File: src/rtl/cbrt_pkg.sv
// Shared constants and state encoding for the cbrt iterative cube-root unit.
// Imported by cbrt_if, cbrt_mul and cbrt.
package cbrt_pkg;
  localparam int X_W        = 24;
  localparam int Y_W        = 8;
  localparam int P_W        = 2 * Y_W;
  localparam int B_W        = P_W + 2;
  localparam int S_W        = 5;
  localparam int ITERATIONS = 8;
  localparam int MUL_CYCLES = 8;
  localparam int S_INIT     = 3 * (ITERATIONS - 1);

  typedef enum logic [1:0] {
    IDLE      = 2'd0,
    MUL_START = 2'd1,
    MUL_WAIT  = 2'd2,
    STEP      = 2'd3
  } state_t;
endpackage

File: src/rtl/cbrt_if.sv
// Request/result bundle between a cbrt client (master) and the unit (slave).
// rem_bo exists only when CBRT_REMAINDER_EN is defined.
interface cbrt_if;
  import cbrt_pkg::*;

  logic           start_i;
  logic [X_W-1:0] a_bi;
  logic           busy_o;
  logic [Y_W-1:0] y_bo;
`ifdef CBRT_REMAINDER_EN
  logic [X_W-1:0] rem_bo;

  modport master (output start_i, output a_bi, input busy_o, input y_bo, input rem_bo);
  modport slave  (input start_i, input a_bi, output busy_o, output y_bo, output rem_bo);
`else
  modport master (output start_i, output a_bi, input busy_o, input y_bo);
  modport slave  (input start_i, input a_bi, output busy_o, output y_bo);
`endif
endinterface

File: src/rtl/cbrt_mul.sv
// Sequential shift-add 8x8->16 multiplier; first partial product on the start edge,
// busy_o drops after 7 more edges so the product is valid 8 cycles after start.
module cbrt_mul
  import cbrt_pkg::*;
(
  input  logic           clk_i,
  input  logic           rst_i,
  input  logic [Y_W-1:0] a_bi,
  input  logic [Y_W-1:0] b_bi,
  input  logic           start_i,
  output logic           busy_o,
  output logic [P_W-1:0] y_bo
);
  logic [P_W-1:0] r_acc;
  logic [P_W-1:0] r_mc;
  logic [Y_W-1:0] r_mp;
  logic [2:0]     r_cnt;
  logic           r_busy;

  always_ff @(posedge clk_i or posedge rst_i) begin
    if (rst_i) begin
      r_acc  <= '0;
      r_mc   <= '0;
      r_mp   <= '0;
      r_cnt  <= '0;
      r_busy <= 1'b0;
    end else if (start_i && !r_busy) begin
      r_acc  <= b_bi[0] ? P_W'(a_bi) : '0;
      r_mc   <= P_W'(a_bi) << 1;
      r_mp   <= b_bi >> 1;
      r_cnt  <= 3'd1;
      r_busy <= 1'b1;
    end else if (r_busy) begin
      if (r_mp[0]) r_acc <= r_acc + r_mc;
      r_mc  <= r_mc << 1;
      r_mp  <= r_mp >> 1;
      r_cnt <= r_cnt + 3'd1;
      if (r_cnt == 3'(MUL_CYCLES - 1)) r_busy <= 1'b0;
    end
  end

  assign busy_o = r_busy;
  assign y_bo   = r_acc;
endmodule

File: src/rtl/cbrt.sv
// Digit-recurrence floor cube root, one result bit per 10-cycle iteration (80 cycles total,
// zero operand completes on the accepting edge). start_i is ignored while busy. Macro: CBRT_REMAINDER_EN.
module cbrt
  import cbrt_pkg::*;
(
  input  logic  clk_i,
  input  logic  rst_i,
  cbrt_if.slave bus
);
  state_t         r_state, w_state_nxt;
  logic [X_W-1:0] r_x, w_x_nxt;
  logic [Y_W-1:0] r_y, w_y_nxt;
  logic [S_W-1:0] r_s, w_s_nxt;
  logic [Y_W-1:0] r_y_out, w_y_out_nxt;
`ifdef CBRT_REMAINDER_EN
  logic [X_W-1:0] r_rem, w_rem_nxt;
`endif

  logic [Y_W-1:0] w_y2, w_y2p1, w_y_new;
  logic [P_W-1:0] w_prod;
  logic [B_W-1:0] w_b;
  logic [X_W-1:0] w_xs, w_bs, w_x_new;
  logic           w_fit, w_mul_busy;

  assign w_y2   = r_y << 1;
  assign w_y2p1 = w_y2 | Y_W'(1);

  cbrt_mul u_mul (
    .clk_i   (clk_i),
    .rst_i   (rst_i),
    .a_bi    (w_y2),
    .b_bi    (w_y2p1),
    .start_i (r_state == MUL_START),
    .busy_o  (w_mul_busy),
    .y_bo    (w_prod)
  );

  // b = 3*y2*(y2+1) + 1; compare against x>>s so nothing grows past 24 bits
  assign w_b     = (B_W'(w_prod) << 1) + B_W'(w_prod) + B_W'(1);
  assign w_xs    = r_x >> r_s;
  assign w_fit   = w_xs >= X_W'(w_b);
  assign w_bs    = X_W'(w_b) << r_s;
  assign w_y_new = w_fit ? w_y2p1 : w_y2;
  assign w_x_new = w_fit ? (r_x - w_bs) : r_x;

  always_comb begin
    w_state_nxt = r_state;
    w_x_nxt     = r_x;
    w_y_nxt     = r_y;
    w_s_nxt     = r_s;
    w_y_out_nxt = r_y_out;
`ifdef CBRT_REMAINDER_EN
    w_rem_nxt   = r_rem;
`endif
    case (r_state)
      IDLE: begin
        if (bus.start_i) begin
          if (bus.a_bi != '0) begin
            w_x_nxt     = bus.a_bi;
            w_y_nxt     = '0;
            w_s_nxt     = S_W'(S_INIT);
            w_state_nxt = MUL_START;
          end else begin
            w_y_out_nxt = '0;
`ifdef CBRT_REMAINDER_EN
            w_rem_nxt   = '0;
`endif
          end
        end
      end
      MUL_START: w_state_nxt = MUL_WAIT;
      MUL_WAIT:  if (!w_mul_busy) w_state_nxt = STEP;
      STEP: begin
        w_x_nxt = w_x_new;
        w_y_nxt = w_y_new;
        if (r_s == '0) begin
          w_y_out_nxt = w_y_new;
`ifdef CBRT_REMAINDER_EN
          w_rem_nxt   = w_x_new;
`endif
          w_state_nxt = IDLE;
        end else begin
          w_s_nxt     = r_s - S_W'(3);
          w_state_nxt = MUL_START;
        end
      end
      default: w_state_nxt = IDLE;
    endcase
  end

  always_ff @(posedge clk_i or posedge rst_i) begin
    if (rst_i) begin
      r_state <= IDLE;
      r_x     <= '0;
      r_y     <= '0;
      r_s     <= '0;
      r_y_out <= '0;
`ifdef CBRT_REMAINDER_EN
      r_rem   <= '0;
`endif
    end else begin
      r_state <= w_state_nxt;
      r_x     <= w_x_nxt;
      r_y     <= w_y_nxt;
      r_s     <= w_s_nxt;
      r_y_out <= w_y_out_nxt;
`ifdef CBRT_REMAINDER_EN
      r_rem   <= w_rem_nxt;
`endif
    end
  end

  assign bus.busy_o = (r_state != IDLE);
  assign bus.y_bo   = r_y_out;
`ifdef CBRT_REMAINDER_EN
  assign bus.rem_bo = r_rem;
`endif
endmodule

File: src/flat_wrapper.sv
// flat-port wrapper written by rule: the top's interface ports become plain ports
module cbrt_flat import cbrt_pkg::*;
  (clk_i, rst_i, bus_start_i, bus_a_bi, bus_busy_o, bus_y_bo);
  cbrt_if bus_i ();
  input  logic clk_i;
  input  logic rst_i;
  input wire logic [$bits(bus_i.start_i)-1:0] bus_start_i;
  input wire logic [$bits(bus_i.a_bi)-1:0] bus_a_bi;
  output wire logic [$bits(bus_i.busy_o)-1:0] bus_busy_o;
  output wire logic [$bits(bus_i.y_bo)-1:0] bus_y_bo;
  assign bus_i.start_i = bus_start_i;
  assign bus_i.a_bi = bus_a_bi;
  assign bus_busy_o = bus_i.busy_o;
  assign bus_y_bo = bus_i.y_bo;
  cbrt u_core (.clk_i(clk_i), .rst_i(rst_i), .bus(bus_i));
endmodule
File: config.mk
export PLATFORM = sky130hd
export DESIGN_NAME = cbrt_flat
export DESIGN_NICKNAME = d
export VERILOG_FILES = /design/src/rtl/cbrt_pkg.sv /design/src/rtl/cbrt_if.sv /design/src/rtl/cbrt_mul.sv /design/src/rtl/cbrt.sv /design/src/flat_wrapper.sv
export SDC_FILE = /design/constraint.sdc
export NUM_CORES = 1
export LEC_CHECK = 0
export ABC_AREA = 0
export CAP_MARGIN = 10
export CORE_MARGIN = 4
export CORE_UTILIZATION = 55
export CTS_BUF_LIST = sky130_fd_sc_hd__clkbuf_4
export CTS_CLUSTER_SIZE = 8
export DETAILED_ROUTE_END_ITERATION = 8
export PLACE_DENSITY = 0.72
export SYNTH_ARGS = -nofsm -noshare
export SYNTH_HDL_FRONTEND = slang
export SYNTH_SLANG_ARGS = --single-unit
File: constraint.sdc
create_clock -name clk_i -period 7.86 [get_ports clk_i]
set_input_delay 1.572 -clock clk_i [delete_from_list [all_inputs] [get_ports clk_i]]
set_output_delay 1.572 -clock clk_i [all_outputs]
set_load 0.05 [all_outputs]
==> run summary, run 1 <==
I/O Buffers -> 35
critical-path cell with the highest stage delay -> mux4_2
largest cells by area after synthesis -> dfrtp_1 25%, ha_1 11%, mux2i_1 5.7%
Via-to-Cell Ratio -> 6.14
Cell variety after synth -> 69
DRT antenna net count -> 0
vias -> 7592
Post-Synth XOR/XNOR Area -> 4.10%
Final GP Congestion -> 0.977
relative slew slack -> 28.7%
main combinational cell family by area after synthesis -> compound AO/OA/AOI/OAI gates
dominant cell type by area after synthesis -> dfrtp_1
pin count of the biggest net entering global routing -> 72
kind of critical path -> reg2reg
Initial DRT Pass Iterations -> 5
Compound-Gate Fraction of Synth Area -> 21.3%
Hold WS -> 0.498 ns
maximum vdd drop -> 0.414 mV
# rows -> 45
Post-CTS Setup Inserts -> 0
Worst Path Max Fanout -> 6
core area -> 15400 um^2
setup violators final -> 0
most frequent cells after synthesis -> 113 x nand2_1, 89 x o21ai_0, 86 x dfrtp_1
diode count -> 0
post-synthesis mux area share -> 17.8%
Max Fclk -> 182 MHz
Syn Inst Count -> 1018
DIE HEIGHT -> 134 um
top-area cell type share of the netlist area -> 24.6%
initial antenna violation count -> 0
Crit path largest cell delay -> 0.55 ns
Worst Hold Class -> reg2reg
CTS Buffer Depth -> 2
P_leak -> 4.08 nW
CTS sink cnt -> 86
wire length per cell -> 18.4 um
Period Utilization, post-route -> 69.8%
Initial Util -> 56.8%
outcome -> finished, final reports clean
Routed WL -> 22800 um
Post-Syn Nets -> 1126
synthesis-to-finish area growth -> 6.86%
Post-synth ARST share -> 100%
Post-route DRC -> 0
I/O pins -> 36
FF+latch count, synth -> 86
Post-synth EDFFs -> 0
Worst Clk Skew -> 0.0337 ns
die width -> 134 um
Cell Chain, Critical Path -> inv_1, fa_1, nand2b_1, a21oi_1, o211ai_2, o21ai_0, a311oi_2, mux4_2, mux2_2, o21ai_0, nand2_1, ha_1, and3_1, and2_1, and3_1, nand3_1, a21oi_1, or3_1, a2111oi_0, a41oi_1, o22ai_1, mux2_2
vias in the first global route -> 7182
main flop type after synthesis -> dfrtp_1
Final Critical Period -> 5.49 ns
first-pass GRT wire length -> 37600 um
Filler cells -> 1389
CTS resizes -> 0
Seq/Total Area, Yosys -> 24.6%
sum of negative setup slack -> 0 ns
unrepaired setup endpoints after global routing -> no
Iteration-0 DRC Markers -> 687
synth warn -> 0
most common cell in the synthesized netlist -> nand2_1
Clock Latency Late Sink -> 0.50 ns
nature of the critical path endpoint -> register
post-DP HPWL -> 17400 um
Cell Area, Synth -> 8760 um^2
Post-Synth Adder-Cell Area -> 11.8%
final net count -> 1129
CTS Hold Bufs -> 0
Num CTS Buffers -> 9
GR Overflow Total -> 0
worst slew pin tran -> 1.07 ns
Worst EP arrival -> 5.91 ns
H-tree depth -> 3
Hold Vio Cnt, Final -> 0
Max Cap Viol -> 0
Die Area -> 18000 um^2
Worst setup SP type -> register
Root Buffer -> clkbuf_4
Post-Synth Simple-Gate Area -> 15.9%
CTS tree -> built
Cell Pwr Density -> 444 nW/um^2
fraction of layout instances using a drive strength above 1 -> 10.7%
syn avg cell area -> 8.60 um^2
GRT Total Usage -> 25.5%
max-slew violations -> 0
Worst R2R Setup Slack -> 2.37 ns
Clock Pin Slew Worst Setup and Hold Paths -> 0.18 ns
Critical Path RT -> 8.28 ns
-- critical path, delay by kind of cell (launching register included) --
family / cells / cell delay (ns)
DFF: 1 / 0.42
muxes: 3 / 1.01
and+or+nand+nor: 7 / 1.35
buffers and inverters: 1 / 0.11
AOI/OAI and AO/OA: 9 / 1.71
adders and majority gates: 2 / 0.83
-- logic make-up (layout without fill, tap and decap cells) --
logic type	after synthesis	in the layout
xor+xnor	41	41
other cells	1	1
buf+inv	94	102
simple gates	303	303
compound gates	291	291
mux	121	121
fa+ha+maj	81	81
flops	86	86
-- layout make-up --
class                           instances  area, um^2  area share (%)
Clock buffer                            9        67.6           0.722
Clock inverter                          7        86.3           0.922
Inverter                               41         155            1.66
Multi-Input combinational cell        838        6210            66.3
Sequential cell                        86        2150            23.0
Tap cell                              211         264            2.82
Timing Repair Buffer                   45         425            4.54
-- placed cells by master (no fill, tap or decap), types with 25 or more instances in the layout --
cell type        netlist  final
nor3_1                25     25
mux2i_1               50     50
nand2_1              113    113
mux2_2                37     37
o21ai_0               89     89
nor2_1                75     75
inv_1                 40     39
ha_1                  78     78
a21oi_1               73     73
dfrtp_1               86     86
clkdlybuf4s50_1        0     35
-- final timing paths --
check / startpoint / to / cells past startpoint
min in group asynchronous: rst_i / u_core.r_x[5] / 2
hold reg to reg: u_core.u_mul.r_cnt[0] / u_core.u_mul.r_cnt[0] / 1
hold / removal: u_core.u_mul.r_cnt[0] / u_core.u_mul.r_cnt[0] / 1
setup reg to reg: u_core.u_mul.y_bo[1] / u_core.r_x[21] / 22
setup / recovery: u_core.u_mul.y_bo[1] / u_core.r_x[21] / 22
max in group asynchronous: rst_i / u_core.u_mul.y_bo[14] / 3
-- layer usage --
metal / GRT usage (%) / routed length, um / up-vias
met4: 6.39 / 372 / 0
met2: 36.8 / 9510 / 246
met3: 4.95 / 1720 / 31
met1: 39.1 / 11200 / 3577
li1: - / - / 3738
met5: 0 / 0 / -
-- registers in the layout, indices dropped and copies added, names as in the netlist --
register / cells
u_core.u_mul.busy_o: 1
u_core.r_state: 2
u_core.bus.y_bo: 8
u_core.u_mul.r_mp: 7
u_core.u_mul.r_cnt: 3
u_core.u_mul.r_mc: 14
u_core.r_y: 7
u_core.r_s: 5
u_core.u_mul.y_bo: 15
u_core.r_x: 24
-- stage by stage --
stage	cell area [um^2]	instances	utilization [%]	power (mW)	setup slack, ns
after floorplan	8760	1018	-	3.17	2.91
after global placement	9210	1221	59.7	3.79	2.55
after detailed placement	9210	1221	59.7	3.82	2.48
after CTS	9360	1237	60.7	4.12	2.40
after global routing	9360	1237	60.7	4.52	2.00
final	9360	1237	60.7	4.16	2.37
-- report_power, final --
part,internal [mW],switching [mW]
combinational,1.35,1.79
sequential,0.570,0.174
clock,0.0778,0.194
total,2.00,2.15
Note: power is estimated with default switching activity, not from simulation.
==> inputs of run 2 (changes only) <==
--- a/config.mk
+++ b/config.mk
@@ -12,7 +12,7 @@
 export CTS_BUF_LIST = sky130_fd_sc_hd__clkbuf_4
 export CTS_CLUSTER_SIZE = 8
 export DETAILED_ROUTE_END_ITERATION = 8
-export PLACE_DENSITY = 0.72
+export PLACE_DENSITY = 0.75
 export SYNTH_ARGS = -nofsm -noshare
 export SYNTH_HDL_FRONTEND = slang
 export SYNTH_SLANG_ARGS = --single-unit
==> constraint.sdc (replaced) <==
create_clock -name clk_i -period 4.9 [get_ports clk_i]
set_input_delay 0.98 -clock clk_i [delete_from_list [all_inputs] [get_ports clk_i]]
set_output_delay 0.98 -clock clk_i [all_outputs]
set_load 0.05 [all_outputs]
==> run 2 against run 1 <==
  * The run now ends with negative setup slack left
  * Clock skew shrank 0.016 ns
  * Flip-flop and latch count unchanged
  * Die area is the same
  * Global-route usage grew 1.7 points
  * Cell count is 7.6% higher
  * Wire length is 12% higher
  * Final area up 12%
  * Critical path depth is the same
  * Total power increased by 90%
==> run summary, run 2 (synthesis results as in run 1) <==
Post-Place Cell Area -> 9770 um^2
GRT Total Usage -> 27.2%
I/O Buffers -> 35
Max Fclk -> 201 MHz
vias in the first global route -> 7923
unrepaired setup endpoints after global routing -> yes
relative slew slack -> 33.5%
setup violators final -> 2
most crowded layer after global routing -> met2
sum of negative setup slack -> -0.0712 ns
H-tree depth -> 3
first-pass GRT wire length -> 39900 um
synthesis-to-finish area growth -> 19.6%
Post-route DRC -> 0
M3 GR Usage -> 5.03%
Worst Path Max Fanout -> 5
Final GP Congestion -> 0.979
violated checks -> negative setup slack
GRT met2 Usage -> 41.5%
Iteration-0 DRC Markers -> 1001
Routed WL -> 25500 um
Initial DRT Pass Iterations -> 6
Final Critical Period -> 4.97 ns
maximum vdd drop -> 0.592 mV
core area -> 15400 um^2
initial antenna violation count -> 0
multi-input combinational cell area -> 6600 um^2
final instance area -> 10500 um^2
commonest non-fill, non-tap cell in the layout -> nand2_1
Worst Clk Skew -> 0.0173 ns
Clock Latency Late Sink -> 0.49 ns
CTS tree -> built
Num CTS Buffers -> 9
fraction of layout instances using a drive strength above 1 -> 23.2%
Cell Pwr Density -> 753 nW/um^2
Top reg by flops -> u_core.r_x
kind of critical path -> reg2reg
Die Area -> 18000 um^2
Hold Vio Cnt, Final -> 0
DIE HEIGHT -> 134 um
wire length per cell -> 19.2 um
GR Overflow Total -> 0
pin count of the biggest net entering global routing -> 64
vias -> 8305
final net count -> 1223
worst slew pin tran -> 0.991 ns
Final WS setup -> -0.0674 ns
diode count -> 0
Initial Util -> 56.8%
max-slew violations -> 0
Root Buffer -> clkbuf_4
Critical Path RT -> 5.33 ns
commonest non-fill, non-tap cells in the layout -> 111 x nand2_1, 99 x buf_4, 85 x dfrtp_1
post-DP HPWL -> 18500 um
Max Cap Viol -> 0
Sequential cell area -> 2150 um^2
DRT antenna net count -> 0
Clock Pin Slew Worst Setup and Hold Paths -> 0.15 ns
Worst Hold Class -> reg2reg
grt met1 use -> 39.7%
Largest register FFs -> 24
Period Utilization, post-route -> 101%
# rows -> 45
Worst EP arrival -> 5.40 ns
P_leak -> 4.58 nW
outcome -> finished, violations left
Filler cells -> 1252
die width -> 134 um
I/O pins -> 36
CTS sink cnt -> 86
Worst setup SP type -> register
Via-to-Cell Ratio -> 6.24
nature of the critical path endpoint -> register
CTS Buffer Depth -> 2
run 2: worst paths after layout:
path                                 startpoint              endpoint  slack [ns]  depth (start not counted)
max                        u_core.u_mul.y_bo[1]        u_core.r_x[21]       -0.07                         22
min                        u_core.u_mul.r_mp[6]  u_core.u_mul.r_mp[5]        0.50                          2
max reg2reg                u_core.u_mul.y_bo[1]        u_core.r_x[21]       -0.07                         22
min reg2reg                u_core.u_mul.r_mp[6]  u_core.u_mul.r_mp[5]        0.50                          2
max in group asynchronous                 rst_i         u_core.r_s[1]        2.92                          3
min in group asynchronous                 rst_i        u_core.r_x[22]        0.80                          2
run 2: final cells by class:
| class | count | area share (%) |
|---|---|---|
| Multi-Input combinational cell | 841 | 63.0 |
| Sequential cell | 86 | 20.6 |
| Timing Repair Buffer | 136 | 10.7 |
| Tap cell | 211 | 2.52 |
| Inverter | 41 | 1.52 |
| Clock inverter | 6 | 0.932 |
| Clock buffer | 10 | 0.717 |
run 2: where the power goes:
group	switching [mW]	internal, mW	total, mW
Sequential	0.308	0.914	1.22
Combinational	3.35	2.81	6.16
Clock	0.284	0.222	0.505
run 2: metrics by stage:
stage	hold WS [ns]	util [%]	setup WS [ns]	instances	power, mW
2_1_floorplan	0.449	-	0.00810	1018	5.09
3_3_place_gp	0.461	63.3	-0.0866	1294	6.45
3_5_place_dp	0.469	63.3	-0.181	1294	6.54
4_1_cts	0.503	65.4	-0.0238	1315	7.21
5_1_grt	0.538	67.9	-0.275	1331	8.42
6_report	0.497	67.9	-0.0674	1331	7.89
run 2: timing repair:
item                       in CTS  in global routing
cloned                          0                  3
pin swaps                      12                 17
hold endpoints to repair        0                  0
gates resized for setup        26                 56
setup endpoints to repair      23                 24
hold buffers                    0                  0
setup buffers                   5                 13
run 2: per-layer routing:
metal / up-vias / routed length [um]
met3: 54 / 2130
met2: 330 / 11300
met1: 3974 / 11500
met5: - / 0
li1: 3947 / -
met4: 0 / 543
run 2: critical path: stages, from the launching register on:
cell	delay [ns]
dfrtp_1	0.37
inv_1	0.07
fa_1	0.44
nand2b_4	0.16
a21oi_2	0.19
buf_4	0.15
o211ai_4	0.11
o21a_1	0.23
buf_4	0.14
buf_4	0.12
o31a_1	0.32
mux2i_2	0.21
nor2_1	0.06
nor2_1	0.21
a211oi_1	0.13
ha_1	0.40
and2_1	0.20
o21a_1	0.18
or3_4	0.41
a2111oi_4	0.40
a41oi_2	0.06
o22ai_1	0.16
mux2_4	0.16
